==> config.mk <==
export PLATFORM = sky130hd
export DESIGN_NAME = game_status_tx
export DESIGN_NICKNAME = d
export VERILOG_FILES = /design/src/rtl/game_pkg.sv /design/src/rtl/bcd_score_counter.sv /design/src/rtl/game_status_tx.sv
export SDC_FILE = /design/constraint.sdc
export NUM_CORES = 1
export LEC_CHECK = 0
export BUFFER_PORTS_ARGS = -buffer_cell sky130_fd_sc_hd__buf_2
export CAP_MARGIN = 0
export CORE_ASPECT_RATIO = 1.75
export CORE_MARGIN = 10
export CORE_UTILIZATION = 50
export DETAILED_ROUTE_END_ITERATION = 12
export PLACE_DENSITY = 0.82
export SYNTH_ARGS = -nofsm -noshare
export SYNTH_HDL_FRONTEND = slang
export SYNTH_SLANG_ARGS = --single-unit
==> constraint.sdc <==
create_clock -name clk -period 2.14 [get_ports clk]
set_input_delay 0.214 -clock clk [delete_from_list [all_inputs] [get_ports clk]]
set_output_delay 0.214 -clock clk [all_outputs]
set_load 0.02 [all_outputs]
==> src/rtl/game_pkg.sv <==
// Shared types and constants for the game status uplink: game states, TX FSM
// states, packet lengths and the byte index type.
package game_pkg;

  typedef enum logic [1:0] {
    START = 2'd0,
    END   = 2'd1,
    GAME  = 2'd2
  } game_state_t;

  typedef enum logic [1:0] {
    IDLE = 2'd0,
    LOAD = 2'd1,
    SEND = 2'd2
  } tx_fsm_t;

  localparam logic [7:0] HDR_BYTE_DEFAULT = 8'hA5;
  localparam int         PKT_LEN_CS       = 7;
  localparam int         PKT_LEN          = 6;

  typedef logic [2:0] byte_idx_t;

endpackage

==> src/rtl/bcd_score_counter.sv <==
// Four-digit BCD score counter with synchronous clear and saturation at 9999.
module bcd_score_counter (
  input  logic        clk,
  input  logic        rst_n,
  input  logic        i_clear,
  input  logic        i_inc,
  output logic [15:0] o_score
);

  logic [15:0] r_score;
  logic [15:0] w_next;

  always_comb begin
    logic carry;
    w_next = r_score;
    carry  = 1'b1;
    for (int d = 0; d < 4; d++) begin
      if (carry) begin
        if (r_score[4*d +: 4] == 4'd9) begin
          w_next[4*d +: 4] = 4'd0;
        end else begin
          w_next[4*d +: 4] = r_score[4*d +: 4] + 4'd1;
          carry            = 1'b0;
        end
      end
    end
    // A ripple out of the thousands digit would wrap to 0000; pin at 9999.
    if (r_score == 16'h9999) w_next = r_score;
  end

  always_ff @(posedge clk) begin
    if (!rst_n || i_clear) begin
      r_score <= 16'h0000;
    end else if (i_inc) begin
      r_score <= w_next;
    end
  end

  assign o_score = r_score;

endmodule

==> src/rtl/game_status_tx.sv <==
// Game status uplink: frames state, bird height and BCD score into byte packets
// over a valid/ready handshake. Define GAME_STATUS_CHECKSUM_EN for a 7th XOR byte.
module game_status_tx
  import game_pkg::*;
#(
  parameter int         REPORT_DIV = 4,
  parameter logic [11:0] BIRD_X    = 12'd216,
  parameter logic [7:0]  HDR_BYTE  = HDR_BYTE_DEFAULT
) (
  input  logic        clk,
  input  logic        rst_n,
  input  logic        vs_in,
  input  logic [1:0]  state,
  input  logic [11:0] bird_loc_y,
  input  logic [11:0] tube1_x,
  output logic [7:0]  tx_data,
  output logic        tx_data_valid,
  input  logic        tx_data_ready,
  output logic [15:0] score,
  output logic        busy
);

`ifdef GAME_STATUS_CHECKSUM_EN
  localparam byte_idx_t LAST_IDX = byte_idx_t'(PKT_LEN_CS - 1);
`else
  localparam byte_idx_t LAST_IDX = byte_idx_t'(PKT_LEN - 1);
`endif

  logic [1:0]  r_state;
  logic        r_vs;
  logic [11:0] r_tube_x;
  logic [7:0]  r_frame_cnt;
  logic        r_chg_pend;
  logic        r_per_pend;
  tx_fsm_t     r_fsm;
  tx_fsm_t     w_fsm_next;
  logic [1:0]  r_pkt_state;
  logic [11:0] r_pkt_y;
  logic [15:0] r_pkt_score;
  byte_idx_t   r_idx;
  byte_idx_t   w_idx_next;
  logic [7:0]  r_tx_data;
  logic        r_tx_valid;
  logic [7:0]  w_next_byte;
  logic        w_frame;
  logic        w_chg;
  logic        w_per;
  logic        w_inc;
  logic        w_clear;
  logic        w_accept;
  logic        w_in_game;
  logic [15:0] w_score;
`ifdef GAME_STATUS_CHECKSUM_EN
  logic [7:0]  r_cs;
  logic [7:0]  w_cs_next;
`endif

  // Input history registers track the inputs even through reset so that
  // leaving reset never looks like a state change or frame edge.
  always_ff @(posedge clk) begin
    r_state  <= state;
    r_vs     <= vs_in;
    r_tube_x <= tube1_x;
  end

  assign w_in_game = (state == GAME);
  assign w_frame   = r_vs && !vs_in;
  assign w_chg     = (state != r_state);
  assign w_per     = w_in_game && w_frame && (r_frame_cnt == 8'(REPORT_DIV - 1));
  assign w_clear   = (state == START);
  assign w_inc     = w_in_game && (r_tube_x >= BIRD_X) && (tube1_x < BIRD_X);
  assign w_accept  = r_tx_valid && tx_data_ready;

  bcd_score_counter u_score (
    .clk     (clk),
    .rst_n   (rst_n),
    .i_clear (w_clear),
    .i_inc   (w_inc),
    .o_score (w_score)
  );

  always_ff @(posedge clk) begin
    if (!rst_n || !w_in_game) begin
      r_frame_cnt <= 8'd0;
    end else if (w_frame) begin
      r_frame_cnt <= w_per ? 8'd0 : r_frame_cnt + 8'd1;
    end
  end

  // Flags are consumed when IDLE leaves for LOAD; a same-cycle trigger re-arms.
  always_ff @(posedge clk) begin
    if (!rst_n) begin
      r_chg_pend <= 1'b0;
      r_per_pend <= 1'b0;
    end else if (r_fsm == IDLE && (r_chg_pend || r_per_pend)) begin
      r_chg_pend <= w_chg;
      r_per_pend <= w_per;
    end else begin
      r_chg_pend <= r_chg_pend || w_chg;
      r_per_pend <= r_per_pend || w_per;
    end
  end

  always_ff @(posedge clk) begin
    if (!rst_n) r_fsm <= IDLE;
    else        r_fsm <= w_fsm_next;
  end

  always_comb begin
    w_fsm_next = r_fsm;
    case (r_fsm)
      IDLE:    if (r_chg_pend || r_per_pend) w_fsm_next = LOAD;
      LOAD:    w_fsm_next = SEND;
      SEND:    if (w_accept && r_idx == LAST_IDX) w_fsm_next = IDLE;
      default: w_fsm_next = IDLE;
    endcase
  end

  // r_tx_data always holds byte[r_idx], so the running checksum folds it in
  // directly and the checksum byte is ready the moment byte 5 is accepted.
  always_comb begin
    w_idx_next = r_idx + byte_idx_t'(1);
`ifdef GAME_STATUS_CHECKSUM_EN
    w_cs_next  = (r_idx == byte_idx_t'(0)) ? r_cs : (r_cs ^ r_tx_data);
`endif
    case (w_idx_next)
      3'd1:    w_next_byte = {6'b0, r_pkt_state};
      3'd2:    w_next_byte = {4'b0, r_pkt_y[11:8]};
      3'd3:    w_next_byte = r_pkt_y[7:0];
      3'd4:    w_next_byte = r_pkt_score[15:8];
      3'd5:    w_next_byte = r_pkt_score[7:0];
`ifdef GAME_STATUS_CHECKSUM_EN
      default: w_next_byte = w_cs_next;
`else
      default: w_next_byte = 8'h00;
`endif
    endcase
  end

  always_ff @(posedge clk) begin
    if (r_fsm == LOAD) begin
      r_pkt_state <= state;
      r_pkt_y     <= bird_loc_y;
      r_pkt_score <= w_score;
    end
  end

  // LOAD -> SEND boundary presents the header; SEND advances on each accept.
  always_ff @(posedge clk) begin
    if (!rst_n) begin
      r_tx_data  <= 8'h00;
      r_tx_valid <= 1'b0;
      r_idx      <= byte_idx_t'(0);
`ifdef GAME_STATUS_CHECKSUM_EN
      r_cs       <= 8'h00;
`endif
    end else if (r_fsm == LOAD) begin
      r_tx_data  <= HDR_BYTE;
      r_tx_valid <= 1'b1;
      r_idx      <= byte_idx_t'(0);
`ifdef GAME_STATUS_CHECKSUM_EN
      r_cs       <= 8'h00;
`endif
    end else if (r_fsm == SEND && w_accept) begin
      r_idx <= w_idx_next;
`ifdef GAME_STATUS_CHECKSUM_EN
      r_cs  <= w_cs_next;
`endif
      if (r_idx == LAST_IDX) r_tx_valid <= 1'b0;
      else                   r_tx_data  <= w_next_byte;
    end
  end

  assign tx_data       = r_tx_data;
  assign tx_data_valid = r_tx_valid;
  assign score         = w_score;
  assign busy          = (r_fsm != IDLE);

endmodule

== Yosys cells after proc, flatten, opt, wreduce, memory -nomap -nowiden ==
Index checks and enable logic that the tools add are counted.
Storage, ports and cells
  output and inout bits: 26
  register bits after elaboration: 85
  bits of input ports: 30
Operators by class
  add/subtract/negate cells: 6
  multiplexer cells: 22
  reduce and logical (&&, ||, !) cells: 31
  magnitude comparators: 2
  bitwise logic cells: 3
  equality and inequality tests: 19
Operators by type and width (number)
  one-hot mux 8 bit (5 select lines): 1
  2-to-1 mux 8 bit: 4
  adder 4 x 1 -> 4 bit, second input constant: 4
  equality test 16 bit, second input constant: 1
  equality test 4 bit, second input constant: 4
  2-to-1 mux 4 bit: 4
  >= comparator 12 x 8 -> 1 bit, second input constant: 1
  < comparator 12 x 8 -> 1 bit, second input constant: 1
  2-to-1 mux 1 bit: 10
  AND reduction 2 bit: 5
  equality test 3 bit, second input constant: 3
  logical AND 1 bit: 9
  AND reduction 3 bit: 3
  adder 8 x 1 -> 8 bit, second input constant: 1
  equality test 8 x 2 -> 1 bit, second input constant: 1
  equality test 3 x 2 -> 1 bit, second input constant: 2
  one-hot mux 2 bit (3 select lines): 1
  nonzero test 2 bit: 3
  logical OR 1 bit: 5
  equality test 2 bit, second input constant: 2
  zero test 2 bit: 2
  2-to-1 mux 2 bit: 2
  != test 2 x 1 -> 1 bit, second input constant: 2
  adder 3 x 1 -> 3 bit, second input constant: 1
  other kinds (7): 11

== Longest topological paths before layout ==
  depth in word-level cells: 6
  gate-level depth with buffers: 8
  mapped depth without buffers: 7

== Hierarchy ==
Synthesis repeated with hierarchy kept, for this count alone.
Second synthesis, totals
  cells, all modules: 298
  area, all modules: 3417.0 um^2
Modules (own cells, without submodules)
  game_status_tx: cells each 202, area each 2567.5 um^2, instances 1, seq. area each 1621.6 um^2
  bcd_score_counter: cells each 96, area each 849.6 um^2, instances 1, seq. area each 320.3 um^2

== Worst setup path after synthesis ==
OpenSTA, ideal clock, no wires.
  path kind: register to register
  from: register r_fsm[0]
  to: register r_idx[0]
  stages on the path, launching flop included: 5
  required time: 2.019 ns
  setup time: 0.121 ns
  clock period less this slack: 2.014 ns
  data arrival time: 1.893 ns
  setup slack: 0.126 ns
  buffers on the path: 1
  path through: dfxtp_1 nor2b_1 clkbuf_1 nand2b_1 nor2_1
Between the ends
  word-level cells in the longest chain between the ends: 2
Ends and longest elaborated chain
  from (decl): RTL line game_status_tx.sv:35  | tx_fsm_t r_fsm;
  from (signal assigned): RTL line game_status_tx.sv:106  | else r_fsm <= w_fsm_next;
  equality test 2 x 1 -> 1 bit or equality test 2 bit (tied branches): RTL line game_status_tx.sv:157, game_status_tx.sv:164
  OR reduction 2 bit (no line) or logical AND 1 bit (tied branches)
  to (signal assigned): RTL line game_status_tx.sv:153  | r_idx <= byte_idx_t'(0);
  to (signal assigned): RTL line game_status_tx.sv:160  | r_idx <= byte_idx_t'(0);
  to (signal assigned): RTL line game_status_tx.sv:165  | r_idx <= w_idx_next;
  to (decl): RTL line game_status_tx.sv:40  | byte_idx_t r_idx;
Several ways; a longest one is shown, not always the timed one.
A chain may end at the register's enable or synchronous reset.

== Final worst setup path ==
  from: register r_idx[1]
  to: register r_tx_data[7], in the netlist tx_data[7]
Between the ends
  word-level cells in the longest chain between the ends: 6
Ends and longest elaborated chain
  adder 3 x 1 -> 3 bit: RTL line game_status_tx.sv:122  | w_idx_next = r_idx + byte_idx_t'(1);
  equality test 3 bit (tied with other cells): RTL line game_status_tx.sv:126  | case (w_idx_next)
  one-hot mux 8 bit (5 select lines): RTL line game_status_tx.sv:126
  2-to-1 mux 8 bit: RTL line game_status_tx.sv:169  | if (r_idx == LAST_IDX) r_tx_valid <= 1'b0;
  2-to-1 mux 8 bit: RTL line game_status_tx.sv:164  | end else if (r_fsm == SEND && w_accept) begin
  2-to-1 mux 8 bit: RTL line game_status_tx.sv:157  | end else if (r_fsm == LOAD) begin
  to (signal assigned): RTL line game_status_tx.sv:170  | else r_tx_data <= w_next_byte;
  to (decl): RTL line game_status_tx.sv:42  | logic [7:0] r_tx_data;
Several ways; a longest one is shown, not always the timed one. The select of a mux whose other input is x is not followed.

==> results.md <==
Placement:
- The HPWL after detailed placement is between 5000 and 6000 um.
- The count of port buffers added during placement is 52.
- The placed instance area is between 3000 and 4000 um^2.
- The routability congestion estimate from global placement is 0.864.

Pwr:
- Power spread over the standard cell area amounts to 803 nW/um^2.
- The leakage power is 1.65 nW.
- The worst-case IR drop observed on VDD is between 400 and 500 uV.

Global route:
- The largest net degree at the start of global routing is 28.
- The via count of the first global-routing pass is roughly 2600.
- The final global-route overflow total is 0.
- The global-route wire length before repair is 12500 um.
- The initial antenna violation count is 0.
- The global-route total usage across every layer is between 10% and 20%.

Die:
- The total area inside the core boundary comes to between 6000 and 7000 um^2.
- The die covers 10700 um^2.
- The die span in y is around 130 um.
- The initial utilization of the core area, before any placement, comes to a little over half.
- The width of the die is 82.6 um.
- The I/O pin count is 56.
- The floorplan row count is 39.

Yosys:
- dfxtp_1 takes more of the synthesized area than any other cell.
- In this run the cell area of the synthesized design comes to ~3400 um^2.
- During synthesis, Yosys emitted a total of 0 warnings.
- The simple-gate share of the synthesized area is a little under a fifth.
- Counting flops with a built-in enable in the synthesized netlist gives 30.
- The synthesized netlist devotes around 2.2% of its cell area to adder and majority cells.
- Counting every instance in the synthesized netlist gives 306.
- The share of flip-flops with an asynchronous set or reset is 0%.
- The synthesized netlist devotes 13.2% of its cell area to compound gates.
- By area the synthesized netlist is led by dfxtp_1 (30%), edfxtp_1 (26%), nor2_1 (3.8%).
- The synthesized netlist devotes ~5.1% of its cell area to XOR and XNOR gates.
- The number of storage elements in the synthesis netlist is 82.
- Among all flip-flop cells after synthesis, the most frequent one is dfxtp_1.
- When the netlist entered floorplanning its net count stood at 342.
- After synthesis, the share of cell area in mux cells is under 10%.
- The post-synthesis average cell area is 11.2 um^2.
- The share of the synthesized area in the top cell type is between 30 and 40%.
- The count of cell types in the netlist is 59.
- After synthesis, the largest family of logic cells by area is simple AND/OR/NAND/NOR gates.
- The share of the yosys chip area belonging to registers is a little under three fifths.

Finish:
- The number of antenna diodes is 0.
- The final layout contains around 410 nets.
- The area growth from synthesis to layout is 21.4%.
- The final cell area excluding filler cells is ~4200 um^2.
- Counting the fill cells in the layout gives 518.
- The post-route netlist has 24.7% of its cells at a drive strength greater than 1.

Setup path:
- The delay contributed by the slowest stage of the critical path is 390 ps.
- Counting cells, the worst reg-to-reg path comes to 7.
- For the worst setup path, the data arrival time is approximately 2200 ps.
- The slowest library cell on the worst path is dfxtp_1.
- In this run the worst path has a maximum fanout of 8.
- The worst setup path startpoint is r_idx[1].
- The capturing instance or port of the critical path is tx_data[7].
- In this run the number of cells on the critical path is 7.
- The launching point of the worst reg2reg path is r_idx[1].
- STA puts the critical path data required time at roughly 2400 ps.
- The worst setup path is captured at a register.
- Traced cell by cell, the critical path runs through inv_1 > ha_1 > or2_2 > mux2i_1 > a21oi_4 > a221oi_2 > nor2_1.
- In this run the critical register-to-register path is captured at tx_data[7].
- The number of buffers and inverters on the critical path is 1.
- The kind of cell with the highest combined delay on the critical path is simple AND/OR/NAND/NOR gates.
- The slack of the worst reg-to-reg path is ~160 ps.
- The sort of element at the start of the critical path is a register.
- The critical path is of the register to register type.

Clock network:
- The clock root buffer master is clkbuf_16.
- The number of buffers inserted by post-CTS setup repair is 0.
- CTS built an H-tree with a depth of 3.
- The clock drives 82 sinks.
- After clock tree synthesis, the repair step resized 0 gates.
- The number of hold buffers added after CTS was 6.
- TritonCTS built the clock tree.
- The CTS buffer count is 9.
- The clock reaches the later pin of the worst-skew pair after about 330 ps.
- The clock passes through at most 2 buffers.
- After clock tree synthesis, the clock-pin slew on the worst setup and hold paths is ~60 ps.

Route:
- The total via count after detailed routing is between 2000 and 3000.
- Dividing the detail-routed wire length by the instance count gives between 15 and 20 um.
- In this run the remaining antenna-violating nets after routing total 0.
- The first TritonRoute pass finished after 4 iterations.
- The number of DRC markers in iteration 0 is ~130.
- The number of design rule violations left after detail routing is 0.
- The vias per cell is 5.70.
- The total wire length after detailed routing is between 7000 and 8000 um.

Status:
- The run finished with clean final reports.

Job:
- The max-cap violation count is 0.

Timing:
- Summed over all failing endpoints, the final setup total negative slack is 0 ps.
- In this run the tightest slew margin relative to its limit is between 60% and 70%.
- The shortest clock period the worst path allows after layout is approximately 2000 ps.
- The number of setup violations in the final report is 0.
- Setup repair after global routing left no endpoint under its margin.
- In the finished design, the share of the clock period the worst path needs comes to 92.7%.
- The highest clock frequency the design can meet is approximately 500 MHz.
- The max-slew violation count was 0.
- On the final layout, the worst clock skew is ~3.3 ps.
- The number of hold violations in the final report is 0.
- For the pin with the worst max-slew slack, the measured transition is 542 ps.

Hold path:
- The min-delay analysis places its worst path in the category input pin to register.
-- cell usage in the layout (no fill, tap or decap), types with 3 or more instances in the layout --
| cell type | count |
|---|---|
| clkbuf_16 | 9 |
| xor2_1 | 10 |
| a21oi_1 | 14 |
| a22oi_1 | 10 |
| o21ai_1 | 4 |
| nand4_1 | 8 |
| xnor2_1 | 7 |
| buf_2 | 52 |
| nand2_1 | 24 |
| nor4_1 | 4 |
| o21ai_0 | 7 |
| buf_4 | 5 |
| inv_1 | 6 |
| and3_1 | 4 |
| mux2i_1 | 6 |
| edfxtp_1 | 30 |
| a221oi_2 | 4 |
| nand3_1 | 13 |
| nor2_1 | 35 |
| nor2b_1 | 4 |
| dlygate4sd3_1 | 6 |
| ha_1 | 6 |
| dfxtp_1 | 52 |
| clkbuf_8 | 3 |
-- where the power goes --
group | internal, mW | switching (mW) | leakage (nW)
clock network | 0.882 | 0.593 | 0.143
logic | 0.0754 | 0.103 | 0.790
registers | 1.67 | 0.0220 | 0.713
total | 2.63 | 0.719 | 1.65
-- worst min path at each step --
stage          cells after the start   startpoint  slack, ps            to
4_1_cts                            1   tube1_x[9]         20   r_tube_x[9]
3_5_place_dp                       1   tube1_x[5]        330   r_tube_x[5]
3_3_place_gp                       1   tube1_x[4]        330   r_tube_x[4]
2_1_floorplan                      0     state[0]        240    r_state[0]
6_report                           1  tube1_x[10]         20  r_tube_x[10]
5_1_grt                            1  tube1_x[11]          9  r_tube_x[11]
-- layout make-up --
cell class	instances	area [um^2]	area share, %
Sequential cell	82	1940	46.6
Multi-Input combinational cell	207	1430	34.3
Timing Repair Buffer	64	378	9.07
Clock buffer	13	270	6.48
Tap cell	82	103	2.46
Inverter	7	26.3	0.630
Clock inverter	3	20.0	0.480
-- per-layer routing --
metal  up-vias  track usage, %  part of all wire (%)
li1       1261               -                     -
met1      1226            15.5                    37
met2       101            25.8                    53
met3        22            4.92                   6.5
met4         0            9.40                   4.1
met5         -               0                     0
-- metrics by stage --
step                total power [mW]  hold slack (ps)  cells  utilization, %  setup WS, ps
finish                          3.35             22.5    458            63.3           156
global route                    3.45             9.35    458            63.3          66.7
CTS                             3.37             16.5    458            63.3           176
detailed placement              1.90              333    436            57.9           218
global placement                1.89              331    436            57.9           308
floorplan                       1.82              242    306               -           126
-- sequential cells by signal, indices dropped and copies added (netlist names) --
register and cells:
r_chg_pend 1, r_frame_cnt 8, r_fsm 2, r_idx 3, r_per_pend 1, r_pkt_score 16, r_pkt_state 2, r_pkt_y 12
r_state 2, r_tube_x 9, r_vs 1, tx_data 8, tx_data_valid 1, u_score.o_score 16
-- Yosys cell counts, types with 3 or more instances --
| library cell | n |
|---|---|
| o21ai_0 | 7 |
| xnor2_1 | 7 |
| nor4_1 | 4 |
| dfxtp_1 | 52 |
| nor2b_1 | 5 |
| a221oi_2 | 4 |
| nand2_1 | 24 |
| a22oi_1 | 10 |
| a21oi_1 | 14 |
| xor2_1 | 10 |
| o21ai_1 | 4 |
| ha_1 | 6 |
| edfxtp_1 | 30 |
| nand3_1 | 13 |
| mux2i_1 | 6 |
| nand4_1 | 8 |
| buf_1 | 3 |
| clkbuf_1 | 4 |
| nor2_1 | 35 |
| inv_1 | 6 |
| and3_1 | 4 |
-- logic make-up after synthesis --
group | count (synthesis)
AO/OA/AOI/OAI | 60
XOR/XNOR | 18
adder cells (fa/ha/maj) | 6
buffers and inverters | 17
flip-flops | 82
multiplexers | 6
AND/OR/NAND/NOR | 117
Note: power is estimated with default switching activity, not from simulation.
